File: config.mk
export PLATFORM = sky130hd
export DESIGN_NAME = adder_sum_accumulator_flat
export DESIGN_NICKNAME = d
export VERILOG_FILES = /design/src/rtl/adder_sum_accumulator_if.sv /design/src/rtl/adder_sum_accumulator.sv /design/src/flat_wrapper.sv
export SDC_FILE = /design/constraint.sdc
export NUM_CORES = 1
export LEC_CHECK = 0
export BUFFER_PORTS_ARGS = -buffer_cell sky130_fd_sc_hd__buf_2
export CORE_ASPECT_RATIO = 1.75
export CORE_MARGIN = 5
export CORE_UTILIZATION = 35
export CTS_BUF_LIST = sky130_fd_sc_hd__clkbuf_16
export DETAILED_ROUTE_END_ITERATION = 8
export PLACE_DENSITY_LB_ADDON = 0.25
export SETUP_SLACK_MARGIN = 0.1
export SYNTH_ARGS = -nofsm -noshare
export SYNTH_HDL_FRONTEND = slang
export SYNTH_SLANG_ARGS = --single-unit
File: constraint.sdc
create_clock -name clk -period 3.5 [get_ports clk]
set_input_delay 0.7 -clock clk [delete_from_list [all_inputs] [get_ports clk]]
set_output_delay 0.7 -clock clk [all_outputs]
set_load 0.02 [all_outputs]
File: src/rtl/adder_sum_accumulator_if.sv
// Handshake bundle between the upstream adder/consumer and the batch accumulator.
// The master side drives valid, c and sum_ready. The slave side returns the batch sum and status.
interface adder_sum_accumulator_if #(
  parameter int unsigned SUM_W = 12
);

  logic             valid;
  logic [6:0]       c;
  logic [SUM_W-1:0] sum_data;
  logic             sum_valid;
  logic             sum_ready;
  logic [3:0]       sample_cnt;
  logic             overrun;

  modport master (
    output valid, c, sum_ready,
    input  sum_data, sum_valid, sample_cnt, overrun
  );

  modport slave (
    input  valid, c, sum_ready,
    output sum_data, sum_valid, sample_cnt, overrun
  );

endinterface

File: src/rtl/adder_sum_accumulator.sv
// Sums NUM_SAMPLES consecutive adder results into one batch sum.
// The result is offered to a consumer through a valid/ready handshake, and a sticky overrun flag is kept.
module adder_sum_accumulator #(
  parameter int unsigned NUM_SAMPLES = 4,
  parameter int unsigned SUM_W       = 12
) (
  input  logic                   clk,
  input  logic                   reset,
  adder_sum_accumulator_if.slave bus
);

  localparam int unsigned C_W       = 7;
  localparam int unsigned CNT_W     = 4;
  localparam int unsigned MIN_SUM_W = C_W + $clog2(NUM_SAMPLES);
  localparam logic [CNT_W-1:0] LAST_CNT = CNT_W'(NUM_SAMPLES - 1);

  generate
    if (NUM_SAMPLES < 2 || NUM_SAMPLES > 16) begin : g_bad_num_samples
      $error("adder_sum_accumulator: NUM_SAMPLES must be in 2..16");
    end
    if (SUM_W < MIN_SUM_W) begin : g_bad_sum_w
      $error("adder_sum_accumulator: SUM_W too narrow for NUM_SAMPLES");
    end
  endgenerate

  typedef enum logic {ACC_IDLE = 1'b0, ACC_RUN  = 1'b1} acc_state_t;
  typedef enum logic {OUT_EMPTY = 1'b0, OUT_FULL = 1'b1} out_state_t;

  acc_state_t       r_acc_state;
  acc_state_t       w_acc_state_nxt;
  out_state_t       r_out_state;
  out_state_t       w_out_state_nxt;

  logic             r_valid_d;
  logic [SUM_W-1:0] r_acc;
  logic [CNT_W-1:0] r_sample_cnt;
  logic [SUM_W-1:0] r_sum_data;
  logic             r_sum_valid;
  logic             r_overrun;

  logic [SUM_W-1:0] w_acc_nxt;
  logic [CNT_W-1:0] w_sample_cnt_nxt;
  logic [SUM_W-1:0] w_sum_data_nxt;
  logic             w_sum_valid_nxt;
  logic             w_overrun_nxt;

  logic             w_sample;
  logic             w_last;
  logic             w_hs;
  logic [SUM_W-1:0] w_cand;

  // c belongs to the valid seen one cycle earlier, so the sample strike is the delayed strobe
  assign w_sample = r_valid_d;
  assign w_last   = w_sample && (r_sample_cnt == LAST_CNT);
  assign w_hs     = (r_out_state == OUT_FULL) && bus.sum_ready;
  assign w_cand   = r_acc + SUM_W'(bus.c);

  // State and datapath registers
  always_ff @(posedge clk) begin
    if (reset) begin
      r_acc_state  <= ACC_IDLE;
      r_out_state  <= OUT_EMPTY;
      r_valid_d    <= 1'b0;
      r_acc        <= '0;
      r_sample_cnt <= '0;
      r_sum_data   <= '0;
      r_sum_valid  <= 1'b0;
      r_overrun    <= 1'b0;
    end else begin
      r_acc_state  <= w_acc_state_nxt;
      r_out_state  <= w_out_state_nxt;
      r_valid_d    <= bus.valid;
      r_acc        <= w_acc_nxt;
      r_sample_cnt <= w_sample_cnt_nxt;
      r_sum_data   <= w_sum_data_nxt;
      r_sum_valid  <= w_sum_valid_nxt;
      r_overrun    <= w_overrun_nxt;
    end
  end

  // Next-state logic for both the accumulate side and the output side
  always_comb begin
    w_acc_state_nxt = r_acc_state;
    w_out_state_nxt = r_out_state;

    case (r_acc_state)
      ACC_IDLE: if (w_sample) w_acc_state_nxt = w_last ? ACC_IDLE : ACC_RUN;
      ACC_RUN:  if (w_last)   w_acc_state_nxt = ACC_IDLE;
      default:  w_acc_state_nxt = ACC_IDLE;
    endcase

    // A completion in FULL keeps the slot full, whether the new sum is taken or dropped
    case (r_out_state)
      OUT_EMPTY: if (w_last) w_out_state_nxt = OUT_FULL;
      OUT_FULL:  if (w_hs && !w_last) w_out_state_nxt = OUT_EMPTY;
      default:   w_out_state_nxt = OUT_EMPTY;
    endcase
  end

  // Datapath and registered-output next values
  always_comb begin
    w_acc_nxt        = r_acc;
    w_sample_cnt_nxt = r_sample_cnt;
    w_sum_data_nxt   = r_sum_data;
    w_overrun_nxt    = r_overrun;
    w_sum_valid_nxt  = (w_out_state_nxt == OUT_FULL);

    if (w_sample) begin
      if (w_last) begin
        w_acc_nxt        = '0;
        w_sample_cnt_nxt = '0;
      end else begin
        w_acc_nxt        = w_cand;
        w_sample_cnt_nxt = r_sample_cnt + CNT_W'(1);
      end
    end

    if (w_last && ((r_out_state == OUT_EMPTY) || w_hs)) begin
      w_sum_data_nxt = w_cand;
    end

    if (w_last && (r_out_state == OUT_FULL) && !bus.sum_ready) begin
      w_overrun_nxt = 1'b1;
    end
  end

  assign bus.sum_data   = r_sum_data;
  assign bus.sum_valid  = r_sum_valid;
  assign bus.sample_cnt = r_sample_cnt;
  assign bus.overrun    = r_overrun;

endmodule
File: src/flat_wrapper.sv
// flat-port wrapper written by rule: the top's interface ports become plain ports
module adder_sum_accumulator_flat 
#(
  parameter int unsigned NUM_SAMPLES = 4,
  parameter int unsigned SUM_W       = 12
)
  (clk, reset, bus_valid, bus_c, bus_sum_ready, bus_sum_data, bus_sum_valid, bus_sample_cnt, bus_overrun);
  adder_sum_accumulator_if #(.SUM_W(SUM_W)) bus_i ();
  input  logic clk;
  input  logic reset;
  input wire logic [$bits(bus_i.valid)-1:0] bus_valid;
  input wire logic [$bits(bus_i.c)-1:0] bus_c;
  input wire logic [$bits(bus_i.sum_ready)-1:0] bus_sum_ready;
  output wire logic [$bits(bus_i.sum_data)-1:0] bus_sum_data;
  output wire logic [$bits(bus_i.sum_valid)-1:0] bus_sum_valid;
  output wire logic [$bits(bus_i.sample_cnt)-1:0] bus_sample_cnt;
  output wire logic [$bits(bus_i.overrun)-1:0] bus_overrun;
  assign bus_i.valid = bus_valid;
  assign bus_i.c = bus_c;
  assign bus_i.sum_ready = bus_sum_ready;
  assign bus_sum_data = bus_i.sum_data;
  assign bus_sum_valid = bus_i.sum_valid;
  assign bus_sample_cnt = bus_i.sample_cnt;
  assign bus_overrun = bus_i.overrun;
  adder_sum_accumulator #(.NUM_SAMPLES(NUM_SAMPLES), .SUM_W(SUM_W)) u_core (.clk(clk), .reset(reset), .bus(bus_i));
endmodule
; Yosys cells after proc, flatten, opt, wreduce, memory -nomap -nowiden
; Index checks and enable logic that the tools add are counted.
[totals]
word_cells = 24
regBits = 31
output_inout_bits = 18
inputBits = 11
[classes]
mux = 5
n_bitwise = 1
n_eq_ne = 1
n_reduce_logical = 9
add_sub_neg = 2
[op_table]
columns = cell, count
row1 = adder 12 x 7 -> 12 bit, 1
row2 = two-way mux 12 bit, 1
row3 = logical AND 1 bit, 6
row4 = "adder 4 x 1 -> 4 bit, second input constant", 1
row5 = "== test 4 x 2 -> 1 bit, second input constant", 1
row6 = two-way mux 4 bit, 1
row7 = logical NOT 1 bit, 2
row8 = two-way mux 1 bit, 2
row9 = case mux 1 bit (2 select lines), 1
row10 = logical OR 1 bit, 1
row11 = inverter 1 bit, 1

; Longest topological paths before layout
; Gate-level depths: netlist of the first run.
[depth]
word_depth = 6
depth_mapped = 7
ltp_nobuf = 6

; Least setup slack after synthesis of the first run
; OpenSTA, ideal clock, no wires.
[synth_path]
kind = in2reg
from = input bus_c[0]
to = register u_core.r_acc[6]
path_buffers = 0
t_arrival_ns = 2.264
required_time_ns = 3.363
setup_ns = 0.137
cell_stages = 6
slack_ns = 1.099
path_cell_list = ha_1 fa_1 a211o_1 a21o_1 a311oi_1 o32ai_1
[synth_between]
elab_chain_cells = 2
[synth_lines]
columns = item, line
row1 = from (decl), flat_wrapper.sv:12  ; input wire logic [$bits(bus_i.c)-1:0] bus_c;
row2 = adder 12 x 7 -> 12 bit, adder_sum_accumulator.sv:56  ; assign w_cand = r_acc + SUM_W'(bus.c);
row3 = two-way mux 12 bit, adder_sum_accumulator.sv:109  ; if (w_last) begin
row4 = to (signal assigned), adder_sum_accumulator.sv:73  ; r_acc <= w_acc_nxt;
row5 = to (decl), adder_sum_accumulator.sv:35  ; logic [SUM_W-1:0] r_acc;
; No other way between the ends.
; A chain may end at the register's enable or synchronous reset.

; Worst setup path in the final report of the first run
; Ends and elaborated chain as after synthesis.

==> flow_results.org, run 1 <==
** Final layout
- Antenna fix cells :: 0
- Share of layout cells above drive strength 1 :: 17.6%
- The area growth from synthesis to layout is 18.2%.
- Utilization of the core after routing :: 41.8%
- At the end of the flow, the number of nets in the layout was 252.

** Floorplanning
- Core region area :: 0.00489 sq mm
- Starting density of the core :: 35.3%
- Die outline height :: 103 microns
- Total I/O pin count :: 29
- The initialized floorplan defines 34 standard-cell rows.
- Total die area :: 0.00650 sq mm
- Width of the die :: 63.1 microns

** Power and ir drop
- Part of the power in combinational logic :: 13.6%
- Sequential power share :: 41.5%
- Int Power :: 670 uW
- Across the VDD grid, the largest voltage drop is 0.380 mV.
- Net switching is 27.0% of the power.
- Power spread over the standard cell area amounts to 449 mW/mm^2.
- Static leakage :: 0.855 nW
- The share of total power dissipated in the clock network is 44.9%.
- Switching power :: 248 uW

** Detailed routing
- Routed len/inst :: 15.8 microns
- Routed via count :: 1668
- After detailed routing, the number of remaining DRC violations is 0.
- Summed over all layers, the routed wires come to 4550 microns.
- Post-DR vias/cell :: 5.81
- Once detail routing completed, the nets flagged for antenna violations numbered 0.
- In this run, the number of DRC markers left after iteration 0 of detailed routing was 28.
- Iteration count of the initial detailed-routing pass :: 4

** Logic synthesis
- After Yosys synthesis, full adders, half adders and majority gates account for 6.95% of the synthesized area.
- Count of mapped cells out of synthesis :: 207
- The Yosys step of the flow raised 0 warnings.
- Library cell with the largest summed area after synthesis :: sky130_fd_sc_hd__dfxtp_1
- Seq cells post-synth :: 31
- Sequential cell area fraction in the yosys report :: 35.9%
- Yosys mapped a number of flops with a built-in enable equal to 0.
- Area share of xor/xnor cells in the synthesized design :: 1.52%
- Top FF cell, synth :: sky130_fd_sc_hd__dfxtp_1
- Ys async rst share :: 0%
- Synthesized cell area :: 0.00173 sq mm
- Number of library cell types mapped by synthesis :: 46
- Combinational family with the most area after synthesis :: compound AO/OA/AOI/OAI gates
- Cell with the most instances after synthesis :: sky130_fd_sc_hd__dfxtp_1
- Synthesized netlist net count :: 227
- Simple-gate share of the synthesized area :: 20.7%
- The synthesized netlist devotes 28.7% of its cell area to compound gates.
- Share of Yosys cell area claimed by the top area cell type :: 35.9%
- Ranked by total cell area, the synthesized netlist is headed by sky130_fd_sc_hd__dfxtp_1, sky130_fd_sc_hd__ha_1, sky130_fd_sc_hd__nand2_1.
- Multiplexer cells account for 1.23% of the synthesized area.
- Top cells by instance count after synthesis :: sky130_fd_sc_hd__dfxtp_1, sky130_fd_sc_hd__nand2_1, sky130_fd_sc_hd__nor2_1
- Syn avg cell area :: 8.35 sq um

** Clock tree
- Deepest level of the CTS H-tree :: 2
- Num CTS Buffers :: 5
- After clock tree synthesis, the clock-pin slew on the worst setup and hold paths is 0.05 ns.
- The clock net in this run drives a total of 31 sinks.
- Cts hold-fix bufs :: 0
- The cell sitting at the root of the clock tree is a sky130_fd_sc_hd__clkbuf_16.
- Worst-Skew Late Latency :: 0.28 ns
- TritonCTS clock tree :: done
- After clock tree synthesis, the repair step resized 0 gates.
- Maximum number of buffers from clock root to sink :: 2
- The number of setup buffers added after CTS is 0.

** Job
- Across the run, the number of max-cap violations was 0.

** Timing
- Setup total negative slack on the finished layout was measured at 0 ns.
- Between clock sinks in the finished design, the worst skew comes to 0.00208 ns.
- The number of pins with negative max-slew slack in the final report is 0.
- Fmax :: 421 MHz
- Setup repair after global routing left no endpoint under its margin.
- Hold violation count in the final report :: 0
- The smallest clock period supported by the final layout is computed as 2.37 ns.
- For the pin with the worst max-slew slack, the measured transition is 0.838 ns.
- Max_slew headroom :: 43.9%
- In the finished design, the share of the clock period the worst path needs comes to 67.8%.
- Setup violators final :: 0

** Critical path
- Of all nets on the critical path, the largest fanout is 5.
- Critical Path AT :: 2.51 ns
- The worst setup path is launched from an input port.
- Kind of critical path :: input port to register
- Required arrival time at the worst endpoint :: 3.64 ns
- Endpoint class of the critical path :: register

** Global route
- Number of global-route vias before repair :: 1678
- Fraction of met2 tracks used by global routing :: 26.5%
- Wire length of the first global-routing pass :: 7530 microns
- Entering global routing, the biggest net connects 34 pins.
- Met3 track demand over resource :: 2.94%
- The initial antenna violation count was 0.
- Combined global-route utilization of all metal layers :: 14.6%
- GRT overflow :: 0
- In the global route stage, met1 resource usage came out at 15.3%.
- Most Used Layer, Global Route :: met2

** Placed design
- Placer's final routability congestion estimate :: 0.782
- Dpl hpwl :: 3180 microns
- Input and output buffers added on the ports amount to 28.

** Min path
- The worst hold path belongs to the class register to register.

** Run status
- Status :: finished, final reports clean
==> critical path, cell delays in order <==
cell                       delay (ns)
sky130_fd_sc_hd__buf_2           0.10
sky130_fd_sc_hd__ha_1            0.22
sky130_fd_sc_hd__fa_1            0.43
sky130_fd_sc_hd__a211o_1         0.40
sky130_fd_sc_hd__a21o_1          0.18
sky130_fd_sc_hd__a311oi_1        0.34
sky130_fd_sc_hd__o32ai_1         0.14
==> cell families after synthesis <==
family	Yosys count
compound gates	66
xor+xnor	3
fa+ha+maj	9
buf+inv	22
flops	31
mux	2
simple gates	74
==> final timing paths <==
kind                                        startpoint                 endpoint  slack [ns]  cells after the start
worst max-delay path                          bus_c[0]          u_core.r_acc[6]        1.13                      7
worst min-delay path            u_core.bus.sum_data[4]   u_core.bus.sum_data[4]        0.45                      2
worst max register to register        u_core.r_valid_d  u_core.bus.sum_data[11]        1.18                      4
worst min register to register  u_core.bus.sum_data[4]   u_core.bus.sum_data[4]        0.45                      2
==> state kept, by name, summed over array words and instances, names as in the netlist <==
register / count
u_core.bus.sum_data: 12
u_core.r_out_state: 1
u_core.r_acc: 12
u_core.r_valid_d: 1
u_core.bus.sample_cnt: 4
u_core.bus.overrun: 1
==> layout by cell type (no fill, tap or decap), types with 5 or more instances in the layout <==
master,count
sky130_fd_sc_hd__nand3_1,14
sky130_fd_sc_hd__nor2_1,19
sky130_fd_sc_hd__a21oi_1,13
sky130_fd_sc_hd__ha_1,8
sky130_fd_sc_hd__a32oi_1,5
sky130_fd_sc_hd__o2111ai_1,6
sky130_fd_sc_hd__inv_1,10
sky130_fd_sc_hd__dfxtp_1,31
sky130_fd_sc_hd__buf_2,28
sky130_fd_sc_hd__o21ai_0,6
sky130_fd_sc_hd__nand2_1,21
sky130_fd_sc_hd__clkbuf_16,5
==> through the flow <==
step	power (mW)	cell area, sq um	instances	setup WS (ns)	hold WS (ns)
global placement	0.511	1910	279	0.892	0.442
CTS	0.924	2040	287	1.13	0.455
detailed placement	0.512	1910	279	0.851	0.448
floorplan	0.480	1730	207	1.10	0.436
global route	0.958	2040	287	0.976	0.482
finish	0.918	2040	287	1.13	0.451
==> power by group through the flow <==
stage                     clock (mW)  sequential [mW]  combinational [mW]
final                          0.412            0.381               0.125
after global routing           0.435            0.382               0.141
after CTS                      0.419            0.380               0.125
after detailed placement           0            0.388               0.124
after global placement             0            0.388               0.123
after floorplan                    0            0.383              0.0972
==> area by class of cell <==
type,instances,area (sq um)
fillers,515,2850
multi-input cells,154,1020
flip-flops and latches,31,621
repair buffers,31,163
clock buffers,5,125
well taps,54,67.6
inverters,9,33.8
clock inverters,3,11.3
==> routing by layer <==
layer,vias up,wire [microns],part of all wire (%)
li1,835,-,-
met1,792,1900,42
met2,31,2360,52
met5,-,0,0
met4,0,134,2.9
met3,10,145,3.2
(Power assumes the default switching activity.)
==> run 2, diff against run 1 <==
Clock period 3.5 ns to 2.15 ns, I/O delays scaled along.
==> run 2 against run 1 <==
Against the previous run:
- sequential power grew 61%
- clock power rose by 65%
- wire length grew 5.6%
- register-to-register slack got worse by 0.98 ns
- worst hold slack got worse by 0.086 ns
- global-route usage up 1.1 points
- sequential share of layout area is 2.1 points lower
- design area rose by 7.5%
- cell count up 6.3%
- via count up 4.2%
==> flow_results.org, run 2 (synthesized netlist as in run 1, its figures left out) <==
** Final layout
- The final layout contains 270 nets.
- Most used cells in the layout excluding fill and tap cells :: sky130_fd_sc_hd__dfxtp_1, sky130_fd_sc_hd__buf_2, sky130_fd_sc_hd__nand2_1, sky130_fd_sc_hd__buf_4, sky130_fd_sc_hd__nor2_1
- Cells fill 44.9% of the core in the end.
- Relative to the synthesized area, the layout overhead comes to 27.2%.
- The post-route netlist has 25.9% of its cells at a drive strength greater than 1.
- The repair_antennas step left the layout with diodes totalling 0.
- The library cell used most frequently in the layout, excluding fill and tap cells, is sky130_fd_sc_hd__dfxtp_1.

** Timing
- Max_slew headroom :: 70.4%
- Setup skew after layout :: 0.00213 ns
- Summed over all failing endpoints, the final setup total negative slack is 0 ns.
- Fmax :: 513 MHz
- Counting I/O delays and the setup requirement, the final critical path takes 1.95 ns.
- After layout, the worst path uses 90.6% of the clock period.
- Hold violation count in the final report :: 0
- Hold is met by 0.365 ns.
- Setup violations remaining at the end of the flow were counted as 0.
- Transition time of the tightest slew-check pin :: 0.443 ns
- Setup repair after global routing missed its margin :: false
- Final slew viol count :: 0

** Critical path
- At the worst endpoint, the required time is 2.30 ns.
- On the critical path, the stage with the largest delay is an instance of sky130_fd_sc_hd__fa_2.
- Walking the worst path, the cells encountered are ha_1 > fa_2 > a211o_1 > a21o_1 > a311oi_2 > o32ai_1.
- STA classifies the critical path endpoint as a register.
- Crit-path leading delay family :: compound AO/OA/AOI/OAI gates
- Peak per-stage delay on the critical path :: 0.35 ns
- Biggest fanout along the worst timing path :: 5
- Critical path buffers and inverters :: 0
- STA puts the critical path data arrival time at 2.10 ns.
- Setup slack of the most critical reg-to-reg path :: 0.20 ns
- Nature of the critical path startpoint :: register
- Kind of critical path :: register to register

** Global route
- Combined global-route utilization of all metal layers :: 15.7%
- The first global-routing pass estimated 8250 microns of wire.
- GRT overflow :: 0
- Entering global routing, the biggest net connects 23 pins.
- The via count of the first global-routing pass is 1784.
- The initial antenna violation count is 0.

** Floorplanning
- Die outline height :: 103 microns
- Width of the die :: 63.1 microns
- FP Rows :: 34
- Core region area :: 0.00489 sq mm
- Starting density of the core :: 35.3%
- Total die area :: 0.00650 sq mm
- 29 I/O pins were placed.

** Run status
- Status :: finished, final reports clean

** Min path
- In this run the worst hold path is classified as input port to register.

** Detailed routing
- For this run, design rule violations remaining after detail routing come to 0.
- The final route contains 1738 vias.
- After detailed routing, the average wire length per cell comes to 15.7 microns.
- The count of nets left with antenna violations once routing finished came out at 0.
- Iteration count of the initial detailed-routing pass :: 4
- Post-DR vias/cell :: 5.70
- The final layout contains routed wiring with a total length of 4800 microns.
- DRT iter0 DRCs :: 25

** Clock tree
- TritonCTS built the clock tree.
- Clock tree synthesis found a total of 31 sinks.
- Number of buffers inserted to repair setup after CTS :: 0
- Maximum number of buffers from clock root to sink :: 2
- Master cell of the clock root buffer :: sky130_fd_sc_hd__clkbuf_16
- In this run the number of H-tree levels came out at 2.
- The number of gates resized after CTS was 0.
- Clock-pin slew reported for the worst setup and hold paths after clock tree synthesis :: 0.05 ns
- Num CTS Buffers :: 5
- Buffers inserted to repair hold after CTS numbered 0.
- Worst-Skew Late Latency :: 0.28 ns

** Placed design
- IO buf count :: 28
- Placer's final routability congestion estimate :: 0.788
- Dpl hpwl :: 3520 microns

** Job
- Max Cap Viol :: 0

** Power and ir drop
- In this run the static leakage power is 0.948 nW.
- Worst vdd rail ir drop :: 0.421 mV
- For this design the ratio of total power to cell area is 702 mW/mm^2.
-- run 2: metrics by stage --
step | worst slack [ns] | total power [mW] | instance area, sq um | cells
global route | 0.114 | 1.62 | 2200 | 305
floorplan | 0.130 | 0.790 | 1740 | 207
global placement | -0.0156 | 0.875 | 2060 | 297
CTS | 0.209 | 1.57 | 2200 | 305
finish | 0.203 | 1.54 | 2200 | 305
detailed placement | -0.0361 | 0.874 | 2060 | 297
-- run 2: worst paths after layout --
path                     startpoint                     end  depth (start not counted)
max                 u_core.r_acc[0]         u_core.r_acc[6]                          6
min                       bus_valid        u_core.r_valid_d                          2
max reg2reg         u_core.r_acc[0]         u_core.r_acc[6]                          6
min reg2reg  u_core.bus.sum_data[1]  u_core.bus.sum_data[1]                          2
-- run 2: layer usage --
metal / vias up / global-route usage [%] / part of all wire, %
met5: - / 0 / 0
li1: 871 / - / -
met4: 0 / 6.54 / 3.1
met2: 31 / 30.0 / 54
met3: 14 / 2.73 / 2.9
met1: 822 / 16.7 / 40
-- run 2: cell type report --
type | count | area, sq um
multi-input cells | 154 | 1040
clock buffers | 5 | 125
repair buffers | 49 | 298
fillers | 492 | 2700
clock inverters | 3 | 15.0
flip-flops and latches | 31 | 621
well taps | 54 | 67.6
inverters | 9 | 33.8
-- run 2: worst reg2reg max path, delay by kind of cell (launching register included) --
kind	cells	cell delay [ns]
adders and majority gates	2	0.55
AOI/OAI and AO/OA	4	0.98
DFF	1	0.31
-- run 2: where the power goes --
group	internal, mW	switching, mW
Clock	0.422	0.257
Sequential	0.596	0.0166
Combinational	0.111	0.140
Total	1.13	0.414
==> run 3, diff against run 2 <==
Settings changed: BUFFER_PORTS_ARGS -buffer_cell sky130_fd_sc_hd__buf_2 to unset, DONT_BUFFER_PORTS set to 1, PLACE_DENSITY set to 0.48, PLACE_DENSITY_LB_ADDON 0.25 to unset.
==> run 3 against run 2 <==
Against the previous run:
- design area down 8.5%
- sequential share of layout area up 2.6 points
- combinational power is 14% lower
- critical path depth unchanged
- non-clock buffer count is 35 lower
- worst hold slack got worse by 0.14 ns
- critical path type unchanged
- critical endpoint is now u_core.bus.sum_data[6]
==> flow_results.org, run 3 (synthesized netlist as in run 1, its figures left out) <==
** Detailed routing
- Routed via count :: 1594
- Post-DR vias/cell :: 5.90
- The first detailed-routing pass took 4 iterations.
- Remaining design rule violation count :: 0
- Dividing the detail-routed wire length by the instance count gives 17.4 microns.
- The count of nets left with antenna violations once routing finished came out at 0.
- After the first detailed-routing iteration, the DRC count stood at 55.
- Routed wire length :: 4690 microns

** Critical path
- STA puts the critical path data required time at 2.34 ns.
- The critical path in this run is classified as register to register.
- The worst setup path is launched from a register.
- STA classifies the critical path endpoint as a register.
- Critical Path AT :: 2.16 ns
- Biggest fanout along the worst timing path :: 5

** Power and ir drop
- PD cells :: 756 mW/mm^2
- Across the VDD grid, the largest voltage drop is 0.427 mV.
- Switching power :: 405 uW
- In this run the static leakage power is 0.766 nW.
- Net switching is 26.7% of the power.
- Total power for the finished layout comes to 1.52 mW.
- The share of total power dissipated in the clock network is 45.2%.
- In this run, flip-flops and latches consume 40.5% of the power.
- The internal power of the cells totals 1.11 mW.
- Part of the power in combinational logic :: 14.3%

** Final layout
- Most used cells in the layout excluding fill and tap cells :: sky130_fd_sc_hd__dfxtp_1, sky130_fd_sc_hd__nand2_1, sky130_fd_sc_hd__nor2_1
- Final instance area :: 0.00201 sq mm
- The final layout contains 235 nets.
- Leading cell type in the layout, fill and taps excluded :: sky130_fd_sc_hd__dfxtp_1
- Non-filler instance count after layout :: 270
- In the final layout, flip-flops and latches occupy 621 sq um.
- The post-route netlist has 13.9% of its cells at a drive strength greater than 1.
- The number of antenna diodes in the final layout is 0.
- Counting the fill cells in the layout gives 469.
- Summing all multi-input logic gate instances after layout gives 0.00104 sq mm.
- Utilization of the core after routing :: 41.1%
- Area growth, synth to finish :: 16.3%

** Job
- Max Cap Viol :: 0

** Global route
- For this run the aggregate overflow at the end of global routing stands at 0.
- The via count of the first global-routing pass came to 1583.
- Global routing consumed, over all layers together, 14.4% of the routing resources.
- Entering global routing, the biggest net connects 34 pins.
- Initial antenna violation count :: 0
- Wire length of the first global-routing pass :: 7450 microns

** Floorplanning
- Total die area :: 0.00650 sq mm
- Total I/O pin count :: 29
- In this run the core area contains 34 standard-cell rows.
- Die outline height :: 103 microns
- Core region area :: 0.00489 sq mm
- Width of the die :: 63.1 microns
- The initial utilization of the core area, before any placement, comes to 35.3%.

** Clock tree
- TritonCTS sink count :: 31
- Deepest level of the CTS H-tree :: 2
- Hold repair after CTS inserted 0 buffers.
- TritonCTS clock tree :: done
- The tree is rooted in a sky130_fd_sc_hd__clkbuf_16.
- Maximum number of buffers from clock root to sink :: 2
- In this run, post-CTS repair resized a total of 0 instances.
- Worst-Skew Late Latency :: 0.27 ns
- Clock-pin slew was measured on the worst setup and hold paths at 0.05 ns.
- Num CTS Buffers :: 5
- Number of buffers inserted to repair setup after CTS :: 0

** Timing
- Max_slew headroom :: 69.6%
- In the post-route analysis, the smallest setup slack over all paths is 0.172 ns.
- Final slew viol count :: 0
- Setup repair after global routing missed its margin :: true
- Based on the critical path, the design can be clocked at up to 506 MHz.
- Hold violation count in the final report :: 0
- Across the routed clock network, the largest skew measured is 0.00267 ns.
- Total negative slack for setup checks :: 0 ns
- The worst path in the final design needs a cycle of 1.98 ns, including I/O delays and setup.
- Worst slack on hold paths :: 0.222 ns
- Crit share post-route :: 92.0%
- Transition time of the tightest slew-check pin :: 0.454 ns
- Setup violations remaining at the end of the flow were counted as 0.

** Placed design
- Inst Count DP :: 262
- IO buf count :: 0
- Dpl cell area :: 0.00186 sq mm
- Once detailed placement completed, the half-perimeter wirelength came to 3440 microns.
- Placement Setup Slack :: 0.0297 ns
- Routability-driven placement finished with a final weighted congestion of 0.861.

** Min path
- The min-delay analysis places its worst path in the category input port to register.

** Run status
- Status :: finished, final reports clean
-- run 3: cell count changes in the layout (fill, tap and decap cells not counted), sizes merged --
cell | previous run | this run
clkinvlp | 0 | 2
buf | 49 | 14
clkinv | 3 | 1
-- run 3: path summary, 6_finish.rpt --
check,start,end,slack [ns],cells after the start
min reg2reg,u_core.r_acc[0],u_core.r_acc[0],0.45,2
min,reset,u_core.r_valid_d,0.22,1
max reg2reg,u_core.r_acc[0],u_core.bus.sum_data[6],0.17,6
max,u_core.r_acc[0],u_core.bus.sum_data[6],0.17,6
-- run 3: final cells by class --
class | count | share of cell area (%)
tap | 54 | 3.36
inverter | 9 | 1.68
timing repair buffer | 14 | 5.23
clock inverter | 3 | 0.996
multi-input combinational | 154 | 51.6
sequential | 31 | 30.9
clock buffer | 5 | 6.23
-- run 3: layer usage --
metal	vias to the layer above	global-route usage, %	routed length (microns)
met5	-	0	0
met1	761	14.9	1940
met3	7	4.91	252
met4	0	5.23	74
met2	27	26.6	2420
li1	799	-	-
-- run 3: power by group through the flow --
stage	Combinational (mW)	Clock, mW	Sequential, mW
after floorplan	0.166	0	0.623
after global placement	0.210	0	0.627
after detailed placement	0.215	0	0.627
after CTS	0.217	0.703	0.615
after global routing	0.239	0.734	0.619
final	0.217	0.686	0.615
-- run 3: worst max-delay path: stages, from the launching register on --
cell                        delay, ns
sky130_fd_sc_hd__dfxtp_1         0.31
sky130_fd_sc_hd__ha_1            0.22
sky130_fd_sc_hd__fa_2            0.36
sky130_fd_sc_hd__a211o_1         0.34
sky130_fd_sc_hd__a2111oi_2       0.36
sky130_fd_sc_hd__a311oi_2        0.10
sky130_fd_sc_hd__o31ai_1         0.20
